--- src/rtl/regfile_scoreboard_if.sv ---
// regfile_scoreboard_if: decode/writeback bundle for the scoreboarded register file
interface regfile_scoreboard_if #(
    parameter int XLEN  = 32,
    parameter int NREGS = 32,
    parameter int NREAD = 2
);
    localparam int AW = $clog2(NREGS);
    logic [NREAD*AW-1:0]   rs;
    logic [NREAD-1:0]      rs_used;
    logic [NREAD*XLEN-1:0] RUrs;
    logic [NREAD-1:0]      rs_busy;
    logic                  hazard;
    logic                  RUWr;
    logic [AW-1:0]         rd;
    logic [XLEN-1:0]       Datawr;
    logic                  iss_en;
    logic [AW-1:0]         iss_rd;
    logic [AW:0]           busy_cnt;
    modport master (
        output rs, rs_used, RUWr, rd, Datawr, iss_en, iss_rd,
        input  RUrs, rs_busy, hazard, busy_cnt
    );
    modport slave (
        input  rs, rs_used, RUWr, rd, Datawr, iss_en, iss_rd,
        output RUrs, rs_busy, hazard, busy_cnt
    );
endinterface

--- src/rtl/regfile_scoreboard.sv ---
// regfile_scoreboard: parametrised register file with write bypass and RAW busy scoreboard
module regfile_scoreboard #(
    parameter int  XLEN  = 32,
    parameter int  NREGS = 32,
    parameter int  NREAD = 2,
    localparam int AW    = $clog2(NREGS)
) (
    input logic                 CLK,
    input logic                 RST_N,
    regfile_scoreboard_if.slave rf
);
    logic [XLEN-1:0]       ru [NREGS];
    logic [NREGS-1:0]      busy, busy_nxt;
    logic [AW:0]           cnt, cnt_nxt;
    logic                  wb;
    logic [NREAD*XLEN-1:0] rdata;
    logic [NREAD-1:0]      rbusy;

    // writeback is ignored entirely while in reset, which also disables bypass
    assign wb = RST_N & rf.RUWr & (rf.rd != '0);

    always_ff @(posedge CLK) begin
        if (!RST_N) begin
            for (int r = 0; r < NREGS; r++) ru[r] <= '0;
        end else if (wb) begin
            ru[rf.rd] <= rf.Datawr;
        end
    end

    // issue wins over writeback: a new producer for r is now in flight
    always_comb begin
        busy_nxt = '0;
        cnt_nxt  = '0;
        for (int r = 1; r < NREGS; r++) begin
            busy_nxt[r] = (rf.iss_en && rf.iss_rd == AW'(r)) ||
                          (busy[r] && !(rf.RUWr && rf.rd == AW'(r)));
            cnt_nxt += (AW+1)'(busy_nxt[r]);
        end
    end

    always_ff @(posedge CLK) begin
        if (!RST_N) begin
            busy <= '0;
            cnt  <= '0;
        end else begin
            busy <= busy_nxt;
            cnt  <= cnt_nxt;
        end
    end

    for (genvar g = 0; g < NREAD; g++) begin : g_rd
        logic [AW-1:0] idx;
        logic          hit;
        assign idx = rf.rs[g*AW +: AW];
        assign hit = wb && rf.rd == idx;
        assign rdata[g*XLEN +: XLEN] = idx == '0 ? '0 : hit ? rf.Datawr : ru[idx];
        assign rbusy[g] = idx != '0 && busy[idx] && !hit;
    end

    assign rf.RUrs     = rdata;
    assign rf.rs_busy  = rbusy;
    assign rf.hazard   = |(rf.rs_used & rbusy);
    assign rf.busy_cnt = cnt;
endmodule

--- src/flat_wrapper.sv ---
// flat-port wrapper written by rule: the top's interface ports become plain ports
module regfile_scoreboard_flat 
#(
    parameter int  XLEN  = 32,
    parameter int  NREGS = 32,
    parameter int  NREAD = 2,
    localparam int AW    = $clog2(NREGS)
)
  (CLK, RST_N, rf_rs, rf_rs_used, rf_RUWr, rf_rd, rf_Datawr, rf_iss_en, rf_iss_rd, rf_RUrs, rf_rs_busy, rf_hazard, rf_busy_cnt);
  regfile_scoreboard_if #(.XLEN(XLEN), .NREGS(NREGS), .NREAD(NREAD)) rf_i ();
  input logic CLK;
  input logic RST_N;
  input wire logic [$bits(rf_i.rs)-1:0] rf_rs;
  input wire logic [$bits(rf_i.rs_used)-1:0] rf_rs_used;
  input wire logic [$bits(rf_i.RUWr)-1:0] rf_RUWr;
  input wire logic [$bits(rf_i.rd)-1:0] rf_rd;
  input wire logic [$bits(rf_i.Datawr)-1:0] rf_Datawr;
  input wire logic [$bits(rf_i.iss_en)-1:0] rf_iss_en;
  input wire logic [$bits(rf_i.iss_rd)-1:0] rf_iss_rd;
  output wire logic [$bits(rf_i.RUrs)-1:0] rf_RUrs;
  output wire logic [$bits(rf_i.rs_busy)-1:0] rf_rs_busy;
  output wire logic [$bits(rf_i.hazard)-1:0] rf_hazard;
  output wire logic [$bits(rf_i.busy_cnt)-1:0] rf_busy_cnt;
  assign rf_i.rs = rf_rs;
  assign rf_i.rs_used = rf_rs_used;
  assign rf_i.RUWr = rf_RUWr;
  assign rf_i.rd = rf_rd;
  assign rf_i.Datawr = rf_Datawr;
  assign rf_i.iss_en = rf_iss_en;
  assign rf_i.iss_rd = rf_iss_rd;
  assign rf_RUrs = rf_i.RUrs;
  assign rf_rs_busy = rf_i.rs_busy;
  assign rf_hazard = rf_i.hazard;
  assign rf_busy_cnt = rf_i.busy_cnt;
  regfile_scoreboard #(.XLEN(XLEN), .NREGS(NREGS), .NREAD(NREAD)) u_core (.CLK(CLK), .RST_N(RST_N), .rf(rf_i));
endmodule
--- config.mk ---
export PLATFORM = sky130hd
export DESIGN_NAME = regfile_scoreboard_flat
export DESIGN_NICKNAME = d
export VERILOG_FILES = /design/src/rtl/regfile_scoreboard_if.sv /design/src/rtl/regfile_scoreboard.sv /design/src/flat_wrapper.sv
export SDC_FILE = /design/constraint.sdc
export NUM_CORES = 2
export LEC_CHECK = 0
export CAP_MARGIN = 25
export CORE_MARGIN = 8
export CORE_UTILIZATION = 64
export DETAILED_ROUTE_END_ITERATION = 10
export GPL_ROUTABILITY_DRIVEN = 0
export PLACE_DENSITY = 0.82
export SYNTH_ARGS = -nofsm -noshare
export SYNTH_HDL_FRONTEND = slang
export SYNTH_SLANG_ARGS = --single-unit
--- constraint.sdc ---
create_clock -name CLK -period 14.2 [get_ports CLK]
set_input_delay 2.13 -clock CLK [delete_from_list [all_inputs] [get_ports CLK]]
set_output_delay 2.13 -clock CLK [all_outputs]
set_load 0.05 [all_outputs]
After elaboration in Yosys (flattened, before gate mapping)

Memories as Yosys holds them, arrays and structs flattened.
Cells that the tools add are included.
Widths: inputs -> output; s select.

Bits in registers: 38
Memory bits (writable): 1024
Bits of input ports: 58
Output and inout port bits: 73
Logic and storage cells: 288
Memories kept: 1

Memories:

| memory    | words | bits a word | read ports | clocked after Yosys merged registers in | write ports | line                     | text |
|---|---|---|---|---|---|---|---|
| u_core.ru | 32    | 32          | 2          | 0                                       | 32          | regfile_scoreboard.sv:12 | `logic [XLEN-1:0] ru [NREGS];` |

Add/sub/neg operators: 30
Order comparisons: 2
Equality and inequality tests: 64
Multiplexer cells: 15
Bitwise gates (word level): 3
Reduce and logical (&&, ||, !) cells: 170

Operator list:

| operator           | number |
|---|---|
| $add 6x1->6        | 29 |
| $eq 5x5->1 const B | 32 |
| $mux 32            | 5 |
| $logic_and 1x1->1  | 99 |
| $eq 5x4->1 const B | 16 |
| $eq 5x3->1 const B | 8 |
| $logic_not 1->1    | 33 |
| $reduce_or 32->1   | 1 |
| $logic_or 1x1->1   | 31 |
| $eq 5x2->1 const B | 4 |
| $reduce_bool 5->1  | 3 |
| $lt 5x6->1 const B | 2 |
| $bmux 1 s5         | 2 |
| $eq 5x1->1 const B | 2 |
| $eq 5x5->1         | 2 |
| $logic_not 5->1    | 2 |
| $mux 1             | 7 |
| $mux 5             | 1 |
| $add 1x1->2        | 1 |
| $and 1x1->1        | 2 |
| $and 2x2->2        | 1 |
| $reduce_or 2->1    | 1 |

Depth between registers and ports, before layout

Depth after elaboration: 35
Depth in mapped cells: 23
Gate-level depth less buffers: 22

Worst setup path before layout

No wires, ideal clock.

Path kind: input -> register
Start point: input port rf_rd[0]
End point: register u_core.cnt[4] (netlist: u_core.rf.busy_cnt[4])
Library setup time: 128 ps
Arrival: 7169 ps
Required time: 14072 ps
Setup slack: 6903 ps
Stages: 22
Path buffers: 1
Path through: clkbuf_1 nand2_1 nor2_1 nand2_1 a22o_1 ha_1 inv_1 fa_1 fa_1 fa_1 fa_1 fa_1 fa_1 inv_1 ha_1 inv_1 fa_1 inv_1 a21o_1 a21oi_1 xor2_1 nor2_1

Cells in the longest elaborated chain, start to end: 35
Elaborated cells between the ends (all ways): 185
Those cells by class: add/sub (30); eq/ne (31); reduce/logical (124)

RTL lines:

| item                         | line                     | text |
|---|---|---|
| start: declaration           | flat_wrapper.sv:16       | `input wire logic [$bits(rf_i.rd)-1:0] rf_rd;` |
| $eq 5x1->1                   | regfile_scoreboard.sv:36 | `(busy[r] && !(rf.RUWr && rf.rd == AW'(r)));` |
| $logic_and 1x1->1            | regfile_scoreboard.sv:36 |  |
| $logic_not 1->1              | regfile_scoreboard.sv:36 |  |
| $logic_and 1x1->1            | regfile_scoreboard.sv:36 |  |
| $logic_or 1x1->1             | regfile_scoreboard.sv:35 | `busy_nxt[r] = (rf.iss_en && rf.iss_rd == AW'(r)) \|\|` |
| named net u_core.busy_nxt[1] | regfile_scoreboard.sv:13 | `logic [NREGS-1:0] busy, busy_nxt;` |
| $add 1x1->2                  | regfile_scoreboard.sv:37 | `cnt_nxt += (AW+1)'(busy_nxt[r]);` |
| $add 6x1->6 (29 in series)   | regfile_scoreboard.sv:37 |  |
| end signal: assignment       | regfile_scoreboard.sv:47 | `cnt <= cnt_nxt;` |
| end: declaration             | regfile_scoreboard.sv:14 | `logic [AW:0] cnt, cnt_nxt;` |

The timed path passes the listed nets, and every way through them passes these cells.
A chain may end at the register's enable or synchronous reset.

Worst setup path after layout

Start point: input port rf_rs[7]
End point: output port rf_RUrs[44]

Cells in the longest elaborated chain, start to end: 4
Elaborated cells between the ends (all ways): 6
Those cells by class: eq/ne (1); mux (2); reduce/logical (2); memory (1)

RTL lines:

| item                                                  | line                     | text |
|---|---|---|
| start: declaration                                    | flat_wrapper.sv:13       | `input wire logic [$bits(rf_i.rs)-1:0] rf_rs;` |
| branches (longest 3 deep; another with $mem_v2 32x32) | -                        |  |
| $mux 32 (*)                                           | regfile_scoreboard.sv:56 | `assign rdata[g*XLEN +: XLEN] = idx == '0 ? '0 : hit ? rf.Datawr : ru[idx];` |
| end: declaration                                      | flat_wrapper.sv:20       | `output wire logic [$bits(rf_i.RUrs)-1:0] rf_RUrs;` |

Every way passes the cells marked *.

==> results.rst <==
.. list-table::
   :header-rows: 1

   * - Metric
     - Value
   * - Slew Limit Fails
     - 0
   * - Sequential cell area
     - 31500 µm²
   * - Wire length of the first global-routing pass
     - around 290000 µm
   * - Count of flip-flops with a built-in enable after synthesis
     - approximately 1.0k
   * - Y dimension of the die
     - 319 µm
   * - Category of cells accounting for the largest share of critical-path delay
     - buffers and inverters
   * - Area of the mapped netlist
     - 58600 µm²
   * - Delay of the slowest cell on the worst path
     - 0.78 ns
   * - Number of instances resized during post-cts repair
     - 0
   * - Uppermost metal layer occupied by signal nets
     - met5
   * - Core Region
     - 91200 µm²
   * - Die Wd
     - 319 µm
   * - Worst-path fanout max
     - 46
   * - Post-synth ARST share
     - 0
   * - Maxcap violations
     - 0
   * - Count of buffer and inverter cells on the critical path
     - 4
   * - Static leakage
     - 22.3 nW
   * - Multi-input gate area
     - 25200 µm²
   * - Number of synthesis warnings
     - 0
   * - VDD IR max
     - 0.0000966 V
   * - Via count of the first global-routing pass
     - 42.3k
   * - Sw Ratio
     - 0.275
   * - Type of element capturing the critical path
     - output port
   * - Clock Power Share
     - 0.352
   * - Aggregate negative setup slack
     - 0 ns
   * - Startpoint of the worst register-to-register path
     - u_core.busy[2]
   * - DRC
     - 0
   * - Commonest cells after routing, fill and taps aside
     - edfxtp_1 (1024), and2_1 (913), mux4_2 (371), mux2i_1 (205), nor2_1 (137)
   * - Total wirelength of the detailed-routed design
     - 203000 µm
   * - Std-Cell Rows
     - roughly 110
   * - Average wire per cell in the routed design
     - 36.2 µm
   * - Maximum number of pins on one net before global-route repair
     - 124
   * - CTS HTree Levels
     - 3
   * - Gr ovfl total
     - 0
   * - Initial Util
     - 0.642
   * - Max Freq
     - roughly 110 MHz
   * - Routed wl met3
     - around 36000 µm
   * - Total CTS buffers
     - 109
   * - Min-Delay Path Class
     - reg -> reg
   * - Syn Inst Count
     - 4355
   * - Number of nets still failing antenna checks after routing
     - 0
   * - DR vias
     - roughly 43k
   * - Total non-filler cell area in the finished layout
     - ~64000 µm²
   * - IO Count
     - 131
   * - Commonest non-fill, non-tap cell in the layout
     - edfxtp_1
   * - Shortest clock period the worst path allows after layout
     - 9.26 ns
   * - Starting DRC count in detailed routing
     - 7816
   * - Post-synthesis area per instance
     - 13.4 µm²
   * - Fraction of final layout cells with drive strength greater than 1
     - 0.195
   * - Number of nets in the final layout
     - 4408
   * - Slew margin rel.
     - 0.208
   * - Placed cell area
     - 60800 µm²
   * - Fillers
     - around 5.8k
   * - Critical Setup Path Class
     - in -> out
   * - Worst slack at placement
     - between 5 and 6 ns
   * - Run status
     - finished clean
   * - Unrepaired setup endpoints after global routing
     - no
   * - P per Cell Area
     - 117 nW/µm²
   * - Detailed route wirelength on metal2
     - 88000 µm
   * - Critical Path RT
     - 12.07 ns
   * - Total global-route track usage
     - 0.387
   * - Overall die area
     - 101000 µm²
   * - Number of buffers inserted for hold repair after clock tree synthesis
     - 0
   * - CTS root buf
     - clkbuf_16
   * - Clock sink count
     - roughly 1.1k
   * - Number of standard cells in the final layout excluding fillers
     - approximately 5.6k
   * - Critical-path cell list
     - buf_6 > buf_4 > buf_4 > and2_1 > a221oi_1 > o21ai_0 > nand2_1 > a22oi_1 > a21oi_1 > clkdlybuf4s50_1
   * - Net switching power of the design
     - 2.05 mW
   * - Sort of element at the start of the critical path
     - primary input
   * - Ratio of final minimum period to clock period
     - 0.652
   * - Worst slew pin tran
     - 1.17 ns
   * - Number of flip-flops and latches in the synthesized netlist
     - 1061
   * - Fin Hold WS
     - approximately 0.57 ns
   * - CP max-delay cell
     - and2_1
   * - Post-route setup slack
     - between 4 and 5 ns
   * - Part of the total power dissipated in sequential elements
     - 0.494
   * - Setup violators final
     - 0
   * - Wire length the detailed router placed on met1
     - approximately 62000 µm
   * - Skew final
     - approximately 0.0045 ns
   * - Vias per Instance
     - 7.68
   * - Number of distinct library cell variants in the gate-level netlist after synthesis
     - 73
   * - Crit path top cell by count
     - buf_4
   * - Number of buffer cells added on primary ports
     - 130
   * - Power, Total
     - 7.48 mW
   * - Synth-to-Final Area Change
     - 9.63%
   * - Worst setup startpoint
     - rf_rs[7]
   * - TritonCTS clock tree
     - built
   * - Proportion of synthesized chip area in sequential cells
     - 0.538
   * - P_int
     - 5.43 mW
   * - Number of failing hold endpoints at the final stage
     - 0
   * - Reg clk slew, reported paths
     - 0.06 ns
   * - Cell count after placement
     - 5380
   * - Commonest register cell after synthesis
     - edfxtp_1
   * - Post-layout utilization of the core
     - 0.704
   * - Portion of total power attributed to combinational logic
     - 0.155
   * - Count of buffers added by post-CTS timing repair for setup
     - 0
   * - Hold wc startpoint
     - u_core.busy[7]
   * - Number of detailed-routing iterations run before antenna repair
     - 8
   * - CTS max path bufs
     - 3
   * - DP Wirelength
     - 116000 µm
   * - Signal arrival time at the worst endpoint
     - 7.13 ns
   * - Antenna violations before repair
     - 16
   * - Worst skew pair latency
     - 0.68 ns
[worst register-to-register path: stages (launching register included)]
cell	delay [ns]
dfxtp_1	0.33
o21ai_0	0.14
nand2_1	0.11
ha_1	0.29
inv_1	0.05
fa_1	0.54
fa_1	0.45
fa_1	0.51
fa_1	0.43
fa_1	0.51
fa_1	0.41
inv_1	0.07
ha_1	0.16
inv_1	0.06
fa_1	0.46
inv_1	0.07
a21o_1	0.10
a21oi_1	0.07
xor2_1	0.12
nor2_1	0.05
[area by class of cell]
type,count,share of cell area
sequential,1061,0.490
antenna,14,0.000546
tap,1186,0.0231
multi-input combinational,2825,0.393
clock buffer,135,0.0443
clock inverter,58,0.00475
inverter,40,0.00234
timing repair buffer,281,0.0419
[per-layer routing]
layer,vias up,global-route usage
met5,-,0
met4,10,0.278
met3,1221,0.147
met2,4635,0.572
met1,20700,0.467
li1,16500,-
[logic make-up (layout without fill, tap and decap cells)]
group                      count (synthesis)  count (layout)  synth area share
buffers and inverters                    500             514            0.0416
AOI/OAI and AO/OA                        597             597            0.0681
DFF                                     1061            1061             0.538
other                                      1              46         0.0000640
muxes                                    679             679             0.198
xor gates and xnor gates                  12              12           0.00179
and+or+nand+nor                         1473            1473             0.143
adders and majority gates                 32              32           0.00978
[power by group through the flow]
stage,Sequential (mW),Combinational [mW],Clock [mW]
after detailed placement,3.75,1.10,0
after CTS,3.68,1.10,2.61
after global placement,3.73,1.08,0
final,3.69,1.16,2.63
after global routing,3.71,1.17,2.72
after floorplan,3.73,0.703,0
[synth_stat cells (22+ instances only)]
cell | n | area, µm²
clkbuf_1 | 288 | 1080
dfxtp_1 | 37 | 741
a21oi_1 | 73 | 365
a221oi_1 | 41 | 359
a211oi_1 | 32 | 240
inv_1 | 38 | 143
buf_4 | 40 | 300
nor2_1 | 169 | 634
a22oi_1 | 66 | 495
nor2b_1 | 41 | 257
nand3_1 | 28 | 140
mux4_2 | 371 | 8360
o211ai_1 | 22 | 165
and2_1 | 913 | 5710
or4_1 | 23 | 173
edfxtp_1 | 1024 | 30700
mux2i_1 | 205 | 2050
o22ai_1 | 117 | 732
nand2_1 | 117 | 439
mux2_2 | 101 | 1140
buf_6 | 23 | 259
o21ai_0 | 133 | 666
fa_1 | 23 | 460
buf_2 | 85 | 425
nor3_1 | 108 | 541
[state kept, by name, summed over array words and instances (netlist names)]
signal,cells
u_core.ru,1024
u_core.busy,31
u_core.rf.busy_cnt,6
[worst paths after layout]
| check | to | slack, ns | cells after the start |
|---|---|---|---|
| worst max-delay path | rf_RUrs[44] | 4.94 | 10 |
| worst min-delay path | u_core.busy[7] | 0.57 | 2 |
| worst max register to register | u_core.rf.busy_cnt[4] | 9.12 | 19 |
| worst min register to register | u_core.busy[7] | 0.57 | 2 |
Note: power is estimated with default switching activity, not from simulation.
